==> config.mk <==
export PLATFORM = sky130hd
export DESIGN_NAME = regfile_wb_arbiter
export DESIGN_NICKNAME = d
export VERILOG_FILES = /design/src/rtl/regfile_pkg.sv /design/src/rtl/rr_arbiter2.sv /design/src/rtl/regfile_wb_arbiter.sv
export SDC_FILE = /design/constraint.sdc
export NUM_CORES = 1
export LEC_CHECK = 0
export BUFFER_PORTS_ARGS = -buffer_cell sky130_fd_sc_hd__buf_4
export CORE_UTILIZATION = 44
export CTS_BUF_LIST = sky130_fd_sc_hd__clkbuf_8
export DETAILED_ROUTE_END_ITERATION = 7
export PLACE_DENSITY_LB_ADDON = 0.05
export SYNTH_ARGS = -nofsm -noshare
export SYNTH_HDL_FRONTEND = slang
export SYNTH_HIERARCHICAL = 1
export SYNTH_SLANG_ARGS = --single-unit
export TNS_END_PERCENT = 1
==> constraint.sdc <==
create_clock -name clk -period 2 [get_ports clk]
set_input_delay 0.2 -clock clk [delete_from_list [all_inputs] [get_ports clk]]
set_output_delay 0.2 -clock clk [all_outputs]
set_load 0.02 [all_outputs]
==> src/rtl/regfile_pkg.sv <==
// Shared widths, register-file constants and arbiter state type for the
// register-file writeback arbiter.
package regfile_pkg;

    localparam int unsigned REG_ADDR_W = 5;
    localparam int unsigned NUM_REGS   = 32;

    localparam logic [REG_ADDR_W-1:0] ZERO_REG = '0;

    typedef enum logic {
        PRI_A = 1'b0,
        PRI_B = 1'b1
    } arbState_e;

endpackage

==> src/rtl/rr_arbiter2.sv <==
// Two-requester round-robin arbiter; req[0]/gnt[0] is requester A, req[1]/gnt[1] is B.
// Grants are combinational; the priority state advances on every grant.
module rr_arbiter2
    import regfile_pkg::*;
(
    input  logic       clk,
    input  logic       rst,
    input  logic [1:0] req,
    output logic [1:0] gnt
);

    arbState_e state;
    arbState_e stateNext;

    always_ff @(posedge clk or posedge rst) begin
        if (rst) begin
            state <= PRI_A;
        end else begin
            state <= stateNext;
        end
    end

    // Favoured requester wins contention; a lone requester always wins.
    always_comb begin
        gnt       = 2'b00;
        stateNext = state;
        case (state)
            PRI_B: begin
                if (req[1]) begin
                    gnt = 2'b10;
                end else if (req[0]) begin
                    gnt = 2'b01;
                end
            end
            default: begin
                if (req[0]) begin
                    gnt = 2'b01;
                end else if (req[1]) begin
                    gnt = 2'b10;
                end
            end
        endcase
        if (gnt[0]) begin
            stateNext = PRI_B;
        end else if (gnt[1]) begin
            stateNext = PRI_A;
        end
    end

endmodule

==> src/rtl/regfile_wb_arbiter.sv <==
// Register-file write-port arbiter with a pending-result scoreboard.
// Optional same-cycle bypass of the committing write: define REGFILE_WB_BYPASS_EN.
module regfile_wb_arbiter
    import regfile_pkg::REG_ADDR_W;
    import regfile_pkg::ZERO_REG;
#(
    parameter int unsigned N        = 32,
    parameter int unsigned NUM_REGS = regfile_pkg::NUM_REGS
) (
    input  logic                  clk,
    input  logic                  rst,

    input  logic                  a_valid,
    output logic                  a_ready,
    input  logic [REG_ADDR_W-1:0] a_reg,
    input  logic [N-1:0]          a_data,

    input  logic                  b_valid,
    output logic                  b_ready,
    input  logic [REG_ADDR_W-1:0] b_reg,
    input  logic [N-1:0]          b_data,

    output logic                  RegWrite,
    output logic [REG_ADDR_W-1:0] WriteRegister,
    output logic [N-1:0]          WriteData,

    input  logic                  sb_set,
    input  logic [REG_ADDR_W-1:0] sb_reg,

    input  logic [REG_ADDR_W-1:0] chk_reg1,
    input  logic [REG_ADDR_W-1:0] chk_reg2,
    output logic                  hazard1,
    output logic                  hazard2,

    output logic                  byp_hit1,
    output logic                  byp_hit2,
    output logic [N-1:0]          byp_data1,
    output logic [N-1:0]          byp_data2
);

    logic [1:0]          gnt;
    logic                aFire;
    logic                bFire;
    logic [NUM_REGS-1:1] busy;
    logic [NUM_REGS-1:0] busyAll;

    // Requests are masked during reset so nothing can handshake then.
    rr_arbiter2 uArb (
        .clk (clk),
        .rst (rst),
        .req ({b_valid & ~rst, a_valid & ~rst}),
        .gnt (gnt)
    );

    assign aFire   = gnt[0];
    assign bFire   = gnt[1];
    assign a_ready = aFire;
    assign b_ready = bFire;

    // Write port: one cycle after the handshake; register 0 is swallowed.
    always_ff @(posedge clk or posedge rst) begin
        if (rst) begin
            RegWrite      <= 1'b0;
            WriteRegister <= '0;
            WriteData     <= '0;
        end else if (aFire) begin
            RegWrite      <= (a_reg != ZERO_REG);
            WriteRegister <= a_reg;
            WriteData     <= a_data;
        end else if (bFire) begin
            RegWrite      <= (b_reg != ZERO_REG);
            WriteRegister <= b_reg;
            WriteData     <= b_data;
        end else begin
            RegWrite      <= 1'b0;
        end
    end

    // Busy bits: a new pending mark beats the B result clearing the same register.
    always_ff @(posedge clk or posedge rst) begin
        if (rst) begin
            busy <= '0;
        end else begin
            for (int unsigned i = 1; i < NUM_REGS; i++) begin
                if (sb_set && (sb_reg == REG_ADDR_W'(i))) begin
                    busy[i] <= 1'b1;
                end else if (bFire && (b_reg == REG_ADDR_W'(i))) begin
                    busy[i] <= 1'b0;
                end
            end
        end
    end

    assign busyAll = {busy, 1'b0};
    assign hazard1 = busyAll[chk_reg1];
    assign hazard2 = busyAll[chk_reg2];

`ifdef REGFILE_WB_BYPASS_EN
    assign byp_hit1  = RegWrite && (WriteRegister == chk_reg1) && (chk_reg1 != ZERO_REG);
    assign byp_hit2  = RegWrite && (WriteRegister == chk_reg2) && (chk_reg2 != ZERO_REG);
    assign byp_data1 = WriteData;
    assign byp_data2 = WriteData;
`else
    assign byp_hit1  = 1'b0;
    assign byp_hit2  = 1'b0;
    assign byp_data1 = '0;
    assign byp_data2 = '0;
`endif

endmodule

==> results of run 1 <==
tightest hold or removal path, delay by kind of cell:
family	cells	cell delay, ns
and+or+nand+nor	1	0.04
AOI/OAI and AO/OA	1	0.05
buffers and inverters	1	0.08
per-layer routing:
layer  vias up  wire length (um)  global-route usage
li1       1699                 -                   -
met1      1658              4640               0.290
met2       167              5040               0.355
met3        23               860              0.0675
met4         0               275               0.104
met5         -                 0                   0
power groups by stage:
stage,Combinational (mW),Clock (mW),Sequential [mW]
floorplan,0.746,0,2.03
global placement,1.34,0,1.91
detailed placement,1.36,0,1.92
CTS,1.36,1.34,1.91
global route,1.50,1.40,1.94
finish,1.37,1.31,1.91
area by class of cell:
class,instances,area [sq um]
Timing Repair Buffer,145,1120
Clock buffer,11,151
Fill cell,821,3830
Inverter,5,18.8
Sequential cell,70,1750
Tap cell,129,161
Multi-Input combinational cell,349,2130
Clock inverter,5,81.3
kinds of logic after synthesis:
family,after synthesis,synth area share
mux,61,0.164
compound gates,121,0.153
buf+inv,91,0.144
other cells,1,0.000895
flops,70,0.418
simple gates,101,0.120
worst min-delay path by stage:
stage | endpoint | slack [ns]
6_report | WriteData[28] | 0.06
2_1_floorplan | uArb/state | -0.07
3_5_place_dp | uArb/state | 0.08
4_1_cts | WriteData[6] | 0.04
5_1_grt | WriteData[18] | 0.04
3_3_place_gp | uArb/state | 0.07
cell usage after synthesis, drive strengths merged, types with 4 or more instances:
cell type and n:
nand4b 4, clkbuf 11, nor2 7, buf 75, o21ai 101, inv 5
or2 4, nand4 4, mux4 6, a22oi 4, mux2i 55, nand3 12
a21oi 7, dfrtp 70, nand2 43, nor2b 8, nand2b 18
flip-flops by register name (all words and copies together) (netlist names):
signal         count
WriteRegister      5
busy              31
WriteData         32
uArb/state         1
RegWrite           1
placed cells by master (no fill, tap or decap), types with 6 or more instances in the layout:
cell type	Yosys	routed
sky130_fd_sc_hd__mux4_2	6	6
sky130_fd_sc_hd__nor2_1	7	7
sky130_fd_sc_hd__conb_1	1	66
sky130_fd_sc_hd__clkbuf_8	0	11
sky130_fd_sc_hd__buf_4	67	142
sky130_fd_sc_hd__nor2b_1	8	8
sky130_fd_sc_hd__a21oi_1	7	7
sky130_fd_sc_hd__dfrtp_1	70	70
sky130_fd_sc_hd__nand2_1	43	43
sky130_fd_sc_hd__o21ai_0	101	101
sky130_fd_sc_hd__nand2b_1	18	15
sky130_fd_sc_hd__mux2i_1	55	55
sky130_fd_sc_hd__nand3_1	12	12
what timing repair did:
item	in CTS	in global routing
hold endpoints to repair	49	0
resized for setup	0	4
buffers inserted	0	0
setup endpoints to repair	0	2
hold buffers	1	0
==> results.md, run 1 <==
Worst setup path:
- For this run, the slowest stage of the critical path takes between 0.4 and 0.5 ns.
- The start of the worst register-to-register path is uArb/state.
- For flop-to-flop paths, the worst setup slack is ~0.32 ns.
- The worst register-to-register path has a depth of 6.
- Following the worst setup path forward leads to its endpoint at hazard2.
- The data required time at the worst endpoint is 1.80 ns.
- STA puts the critical path data arrival time at 1.72 ns.
- STA classifies the critical path startpoint as a flip-flop.
- The most critical setup path has its startpoint at busy[20].
- The category of the worst setup path capture point is a primary output.
- The combined buffer and inverter count along the critical path is 1.
- The gate family responsible for the most delay along the worst path is multiplexers.
- The largest individual stage delay along the critical path comes from the cell sky130_fd_sc_hd__mux4_2.
- The signal on the critical path passes through mux4_2, nand2b_1, o2111ai_1, nand4_1, buf_4.
- The terminus of the critical flop-to-flop path is busy[11].
- The type of the worst setup path is reg2out.
- Counting buffers and inverters, the worst setup path is 5 cells deep.
- In this run the worst path has a maximum fanout of 3.

Synth:
- The average instance in the mapped netlist occupies 9.41 sq um.
- Yosys attributes the largest share of cell area to sky130_fd_sc_hd__dfrtp_1 42%, sky130_fd_sc_hd__mux2i_1 13%, sky130_fd_sc_hd__o21ai_0 12%, sky130_fd_sc_hd__buf_4 12%, sky130_fd_sc_hd__nand2_1 3.9%.
- In the synthesized netlist the dominant register cell turns out to be sky130_fd_sc_hd__dfrtp_1.
- The flip-flop and latch count after synthesis is 70.
- The share of synthesized area in the top cell type comes to 0.418.
- Of the synthesized area, sequential elements account for 0.418.
- The biggest area contributor in the post-synthesis netlist is sky130_fd_sc_hd__dfrtp_1.
- The number of enable flip-flop cells after synthesis is 0.
- The number of library cell types mapped by synthesis is 26.
- Synthesis handed over a netlist of between 400 and 500 instances.
- Yosys printed 6 warnings.
- The synthesized netlist occupies a cell area of between 0.004 and 0.005 sq mm.
- Counting flops with an async set or reset pin after synthesis yields a share of 1.00.

Finish:
- The finished cells cover approximately 0.0054 sq mm.
- The repair_antennas step left the layout with diodes totalling 0.
- The filler-free cell count of the finished design is between 700 and 800.
- The layout overhead on the synthesized area is 29.2%.
- The number of nets at the end of the flow is about 670.
- In the final layout, the share of cells above drive strength 1 is 0.303.
- Once layout is complete, the utilization of the core stands at 0.585.

Die:
- After floorplanning, the core was divided into 35 placement rows.
- The starting density of the core is 0.453.
- The die area is slightly below 0.01 sq mm.
- The die is around 100 um tall.
- The area of the core region is slightly above 0.009 sq mm.
- The total I/O pin count is just over 200.
- The horizontal die dimension is approximately 100 um.

Clock tree:
- The latest clock arrival within the worst-skew pair is 0.34 ns.
- The number of buffers on the longest clock path is 2.
- The cell at the root of the clock tree is sky130_fd_sc_hd__clkbuf_8.
- The clock tree synthesis step divided the H-tree into 3 levels.
- The CTS tree is done.
- The clock transition at the register clock pins on the worst setup and hold paths after CTS is approximately 0.08 ns.
- The number of clock buffers added by TritonCTS is 9.
- The clock net sink count is 70.

Timing:
- The worst setup slack after layout is ~0.085 ns.
- Static timing analysis puts the maximum clock frequency at roughly 520 MHz.
- The worst clock skew on the final layout is just under 0.009 ns.
- The shortest clock period the worst path allows after layout is 1.92 ns.
- Across all hold checks on the routed design, the worst slack comes to between 0.05 and 0.06 ns.
- The number of hold violations in the final report came to 0.
- Dividing the final minimum period by the clock period gives 0.958.
- The final total negative setup slack is 0 ns.
- The number of failing setup endpoints in the final timing report is 0.
- Setup repair after global routing could not meet its margin everywhere.
- The max-slew violation total from the final report came to 0.

Pwr:
- Power spread over the standard cell area amounts to around 850 mW/mm^2.
- The leakage component of the power is ~2.5 nW.
- The combinational group share of total power is 0.299.
- The design draws 4.58 mW.
- Of the total power, the share spent switching nets is 0.326.
- The switching component of the power is roughly 1.5 mW.
- The internal power of the cells totals ~3 mW.
- The clock share of power is 0.285.
- Of the total power, registers draw 0.416.
- The worst-case IR drop observed on VDD is between 0.3 and 0.4 mV.

Run status:
- The flow ran to the end, and the final reports show no timing, DRC or antenna violations.

Placement:
- The number of placed instances with taps included is between 600 and 700.
- The count of input and output buffers is between 100 and 150.
- After legalization and detailed placement, the total HPWL measured 8640 um.
- The setup slack at placement is 0.296 ns.
- The placed cell area is 0.00514 sq mm.
- The congestion estimate from routability-driven global placement came to about 0.91.

Global route:
- The global-route wire length before repair is 17200 um.
- The overall track demand over capacity in global routing is 0.227.
- The aggregate global routing overflow is 0.
- The number of antenna violations at the first check in global routing is 0.
- The via count of the first global-routing pass is 3416.
- Entering global routing, the biggest net connects 40 pins.

Flow run:
- Across the run, the number of max-cap violations was 0.

Min path:
- The tightest min-delay check is of the in2reg type.
- The worst hold path was traced through 3 stages.
- The origin of the worst min-delay path is a_data[28].

Route:
- The initial detailed-routing violation count is 162.
- The ratio of routed vias to standard cells is about 5.0.
- For this run, design rule violations remaining after detail routing come to 0.
- Summing over every cut layer, the via total after detailed routing is around 3500.
- After detailed routing, the total wire length is roughly 11000 um.
- The first detailed-routing pass ran for 5 iterations.
- The average wire per standard cell is 15.1 um.
- The number of nets still failing antenna checks after routing is 0.
(Power assumes the default switching activity.)
==> inputs of run 2 (changes only) <==
--- a/config.mk
+++ b/config.mk
@@ -12,6 +12,5 @@
 export PLACE_DENSITY_LB_ADDON = 0.05
 export SYNTH_ARGS = -nofsm -noshare
 export SYNTH_HDL_FRONTEND = slang
-export SYNTH_HIERARCHICAL = 1
 export SYNTH_SLANG_ARGS = --single-unit
 export TNS_END_PERCENT = 1
==> results.md, run 2 <==
Timing:
- The final worst-path cycle share is 0.971 (+0.0133).
- The fmax is 515 MHz (-1.4%).
- The worst clock skew on the final layout was 0.00902 ns (+0.0000977 ns).
- The worst setup slack after layout is 0.0580 ns (-0.0266 ns).
- The worst pin sits at a relative slew slack of 0.405.
- The max-slew violation total from the final report is 0 (unchanged).
- The number of hold violations in the final report is 0 (unchanged).
- The shortest clock period the worst path allows after layout was 1.94 ns (+0.0266 ns).
- The worst hold slack across all endpoints is 0.0886 ns (+0.0321 ns).
- Setup repair after global routing could not meet its margin everywhere.
- At the pin with the least slew margin, the transition time is ~0.9 ns.
- The final total negative setup slack is 0 ns (unchanged).
- The number of failing setup endpoints in the final timing report is 0 (unchanged).

Finish:
- The flip-flop count of the largest register after layout is 32 (unchanged).
- The number of nets at the end of the flow is 668 (-0.89%).
- The number of filler cells placed in the layout is 840 (+2.3%).
- The number of inserted diodes was 0 (unchanged).
- The filler-free cell count of the finished design came to 707 (-0.98%).
- The share of final-layout standard cells stronger than drive strength 1 is 0.292 (-0.0102).
- The largest registers in the layout are WriteData x32, busy x31, WriteRegister x5.
- The final instance area is 0.00536 sq mm (-0.90%).
- The core occupancy in the finished layout came to 0.575 (-0.0107).
- The register with the most flip-flops in the final layout is WriteData.
- In the layout the commonest cells are 137 x sky130_fd_sc_hd__buf_4, 97 x sky130_fd_sc_hd__o21ai_0, 70 x sky130_fd_sc_hd__dfrtp_1.
- The area growth from synthesis to layout is 25.9%.
- The leading cell type in the layout, fill and taps excluded is sky130_fd_sc_hd__buf_4.

Die:
- The horizontal die dimension is 100 um (+0.81%).
- The starting density of the core is 0.456 (+0.00326).
- The die area was 0.0101 sq mm (+1.6%).
- The die span in y is 100 um (+0.81%).
- The number of placement rows is 35 (unchanged).
- The area of the core region is 0.00933 sq mm (+0.95%).
- The total I/O pin count is 202 (unchanged).

Worst setup path:
- In this run the critical register-to-register path is launched from uArb.state.
- The worst register-to-register path ends at busy[18].
- The type of the worst setup path is reg2out.
- The register-to-register setup slack is 0.54 ns (+0.22 ns).
- On the critical path the largest part of the delay comes from multiplexers.
- The critical path launch point type is a flip-flop.
- The largest fanout on the critical path is 3 (unchanged).
- The number of cell instances on the worst register-to-register path is 4 (-2).
- For this design, the slowest cell found on the critical path is sky130_fd_sc_hd__mux4_2.
- The arrival time of data at the critical path endpoint is 1.74 ns (+0.02 ns).
- The combined buffer and inverter count along the critical path came to 1 (unchanged).
- The category of the worst setup path capture point is a primary output.
- The delay contributed by the slowest stage of the critical path was 0.45 ns (about the same).
- The data required time at the worst endpoint was 1.80 ns (about the same).
- The signal on the critical path passes through mux4_2, nand2b_1, o2111ai_1, nand4_1, buf_4.

Synth:
- The flip-flop and latch count after synthesis is 70 (unchanged).
- The fraction of post-synthesis cell area in the top cell type by area came to 0.411 (-0.00688).
- The instance count of the mapped netlist is 445 (unchanged).
- The post-synthesis instance area is 0.00426 sq mm (+1.7%).
- The largest area contributor in the synthesized netlist is sky130_fd_sc_hd__dfrtp_1.
- The main flop type after synthesis is sky130_fd_sc_hd__dfrtp_1.
- Sorting the synthesized cells by area gives the leading types as sky130_fd_sc_hd__dfrtp_1 41%, sky130_fd_sc_hd__mux2i_1 13%, sky130_fd_sc_hd__buf_4 12%, sky130_fd_sc_hd__o21ai_0 11%, sky130_fd_sc_hd__nand2_1 3.9%.
- The dominant cell by count in the synthesized netlist is sky130_fd_sc_hd__o21ai_0.
- The fraction of synthesis flops using an asynchronous set or reset pin is 1.00 (unchanged).
- The post-synthesis sequential area ratio came to 0.411 (-0.00688).
- The number of library cell types mapped by synthesis was 34 (+31%).
- The synthesized area per cell is 9.57 sq um (+1.7%).
- The number of enable flip-flop cells after synthesis is 0 (unchanged).
- Ranked by instance count, the synthesized netlist is headed by 97 x sky130_fd_sc_hd__o21ai_0, 70 x sky130_fd_sc_hd__dfrtp_1, 68 x sky130_fd_sc_hd__buf_4.
- The warning count from the yosys run is 0 (-6).

Global route:
- The aggregate global routing overflow was 0 (unchanged).
- The overall track demand over capacity in global routing was 0.226 (-0.000953).
- The global-route wire length before repair is 17300 um (+0.44%).
- The via count of the first global-routing pass was 3393 (-0.67%).
- The number of antenna violations at the first check in global routing is 0 (unchanged).
- The pin count of the biggest net entering global routing was 71 (+78%).

Min path:
- The number of cells on the worst hold path was 3 (unchanged).
- The worst hold path terminates at WriteRegister[0].
- The origin of the worst min-delay path is a_reg[0].
- The classification of the worst-slack hold path is in2reg.

Placement:
- The placed cell area came to 0.00512 sq mm (-0.39%).
- The count of input and output buffers is 135 (unchanged).
- The final HPWL from detailed placement is 8460 um (-2.1%).
- The routability congestion estimate was 0.788 (-14%).
- The number of placed instances with taps included is 692 (-0.72%).
- The setup slack at placement is 0.398 ns (+0.102 ns).

Clock tree:
- The CTS buffer count is 9 (unchanged).
- The clock net sink count was 70 (unchanged).
- The level count of the clock H-tree is 3 (unchanged).
- The number of hold-repair buffers added at the cts stage is 0 (-1).
- The CTS tree is done.
- The post-CTS setup buffer count was 0 (unchanged).
- The clock transition at the register clock pins on the worst setup and hold paths after CTS is 0.07 ns (about the same).
- The number of buffers on the longest clock path is 2 (unchanged).
- The latest clock arrival within the worst-skew pair came to 0.34 ns (about the same).
- The cell at the root of the clock tree is sky130_fd_sc_hd__clkbuf_8.
- The number of resized instances in the post-cts repair step was 0 (unchanged).

Route:
- The initial detailed-routing violation count is 116 (-28%).
- The number of design rule violations left after detail routing is 0 (unchanged).
- The detailed-router iteration count before antenna repair is 4 (-1).
- The ratio of routed vias to standard cells came to 4.92 (-0.89%).
- The average wire per standard cell was 15.4 um (+1.9%).
- The wire length after detailed routing came to 10900 um (+0.94%).
- The total via count after detailed routing is 3481 (-1.9%).
- The number of nets still failing antenna checks after routing is 0 (unchanged).

Pwr:
- The clock share of power is 0.292 (+0.007).
- The combinational group share of total power is 0.284 (-0.015).
- The part of the total power dissipated in sequential elements was 0.424 (+0.008).
- The switching share of power is 0.321 (-0.00479).
- The power density over cell area is 823 mW/mm^2 (-2.8%).
- The post-route total power was 4.41 mW (-3.7%).
- The leakage component of the power is 2.70 nW (+7.5%).
- The switching component of the power is 1.42 mW (-5.1%).
- The internal power component is 3.00 mW (-3.0%).
- The highest ir drop seen on vdd was 0.328 mV (-12%).

Flow run:
- The number of maximum-capacitance violations came to 0 (unchanged).

Run status:
- The run finished with clean final reports.
-- run 2: power by group through the flow --
| stage | logic (mW) | clock network (mW) | registers (mW) |
|---|---|---|---|
| floorplan | 0.748 | 0 | 1.96 |
| global placement | 1.24 | 0 | 1.87 |
| detailed placement | 1.25 | 0 | 1.89 |
| CTS | 1.25 | 1.31 | 1.87 |
| global route | 1.38 | 1.37 | 1.91 |
| finish | 1.25 | 1.29 | 1.87 |
-- run 2: worst max-delay path by stage --
stage | start | end | slack (ns) | cells after the start
floorplan | rst | WriteData[0] | -0.01 | 4
global placement | chk_reg1[0] | hazard1 | 0.39 | 5
detailed placement | chk_reg1[0] | hazard1 | 0.40 | 5
CTS | busy[23] | hazard1 | 0.04 | 5
global route | busy[23] | hazard1 | -0.04 | 5
finish | busy[22] | hazard1 | 0.06 | 5
-- run 2: per-layer routing --
metal	track usage	wire [um]	share of wire	up-vias
li1	-	-	-	1702
met1	0.267	4440	0.41	1631
met2	0.387	5430	0.50	133
met3	0.0606	813	0.074	15
met4	0.0981	232	0.021	0
met5	0	0	0	-
-- run 2: area by class of cell --
| cell class | instances | area, sq um | area share |
|---|---|---|---|
| Clock buffer | 11 | 151 | 0.0282 |
| Clock inverter | 4 | 70.1 | 0.0131 |
| Inverter | 4 | 18.8 | 0.00350 |
| Multi-Input combinational cell | 350 | 2140 | 0.399 |
| Sequential cell | 70 | 1750 | 0.327 |
| Tap cell | 129 | 161 | 0.0301 |
| Timing Repair Buffer | 139 | 1070 | 0.199 |
-- run 2: kinds of logic (layout without fill, tap and decap cells) --
family,Yosys count,count (layout),share of synthesized area
AOI/OAI and AO/OA,119,119,0.150
and+or+nand+nor,104,104,0.124
buffers and inverters,90,158,0.151
muxes,61,61,0.163
other,1,66,0.000881
DFF,70,70,0.411
-- run 2: worst min-delay path, cell delays in order --
cell and delay, ns:
sky130_fd_sc_hd__buf_4 0.09, sky130_fd_sc_hd__a22oi_1 0.05, sky130_fd_sc_hd__nand2_1 0.06
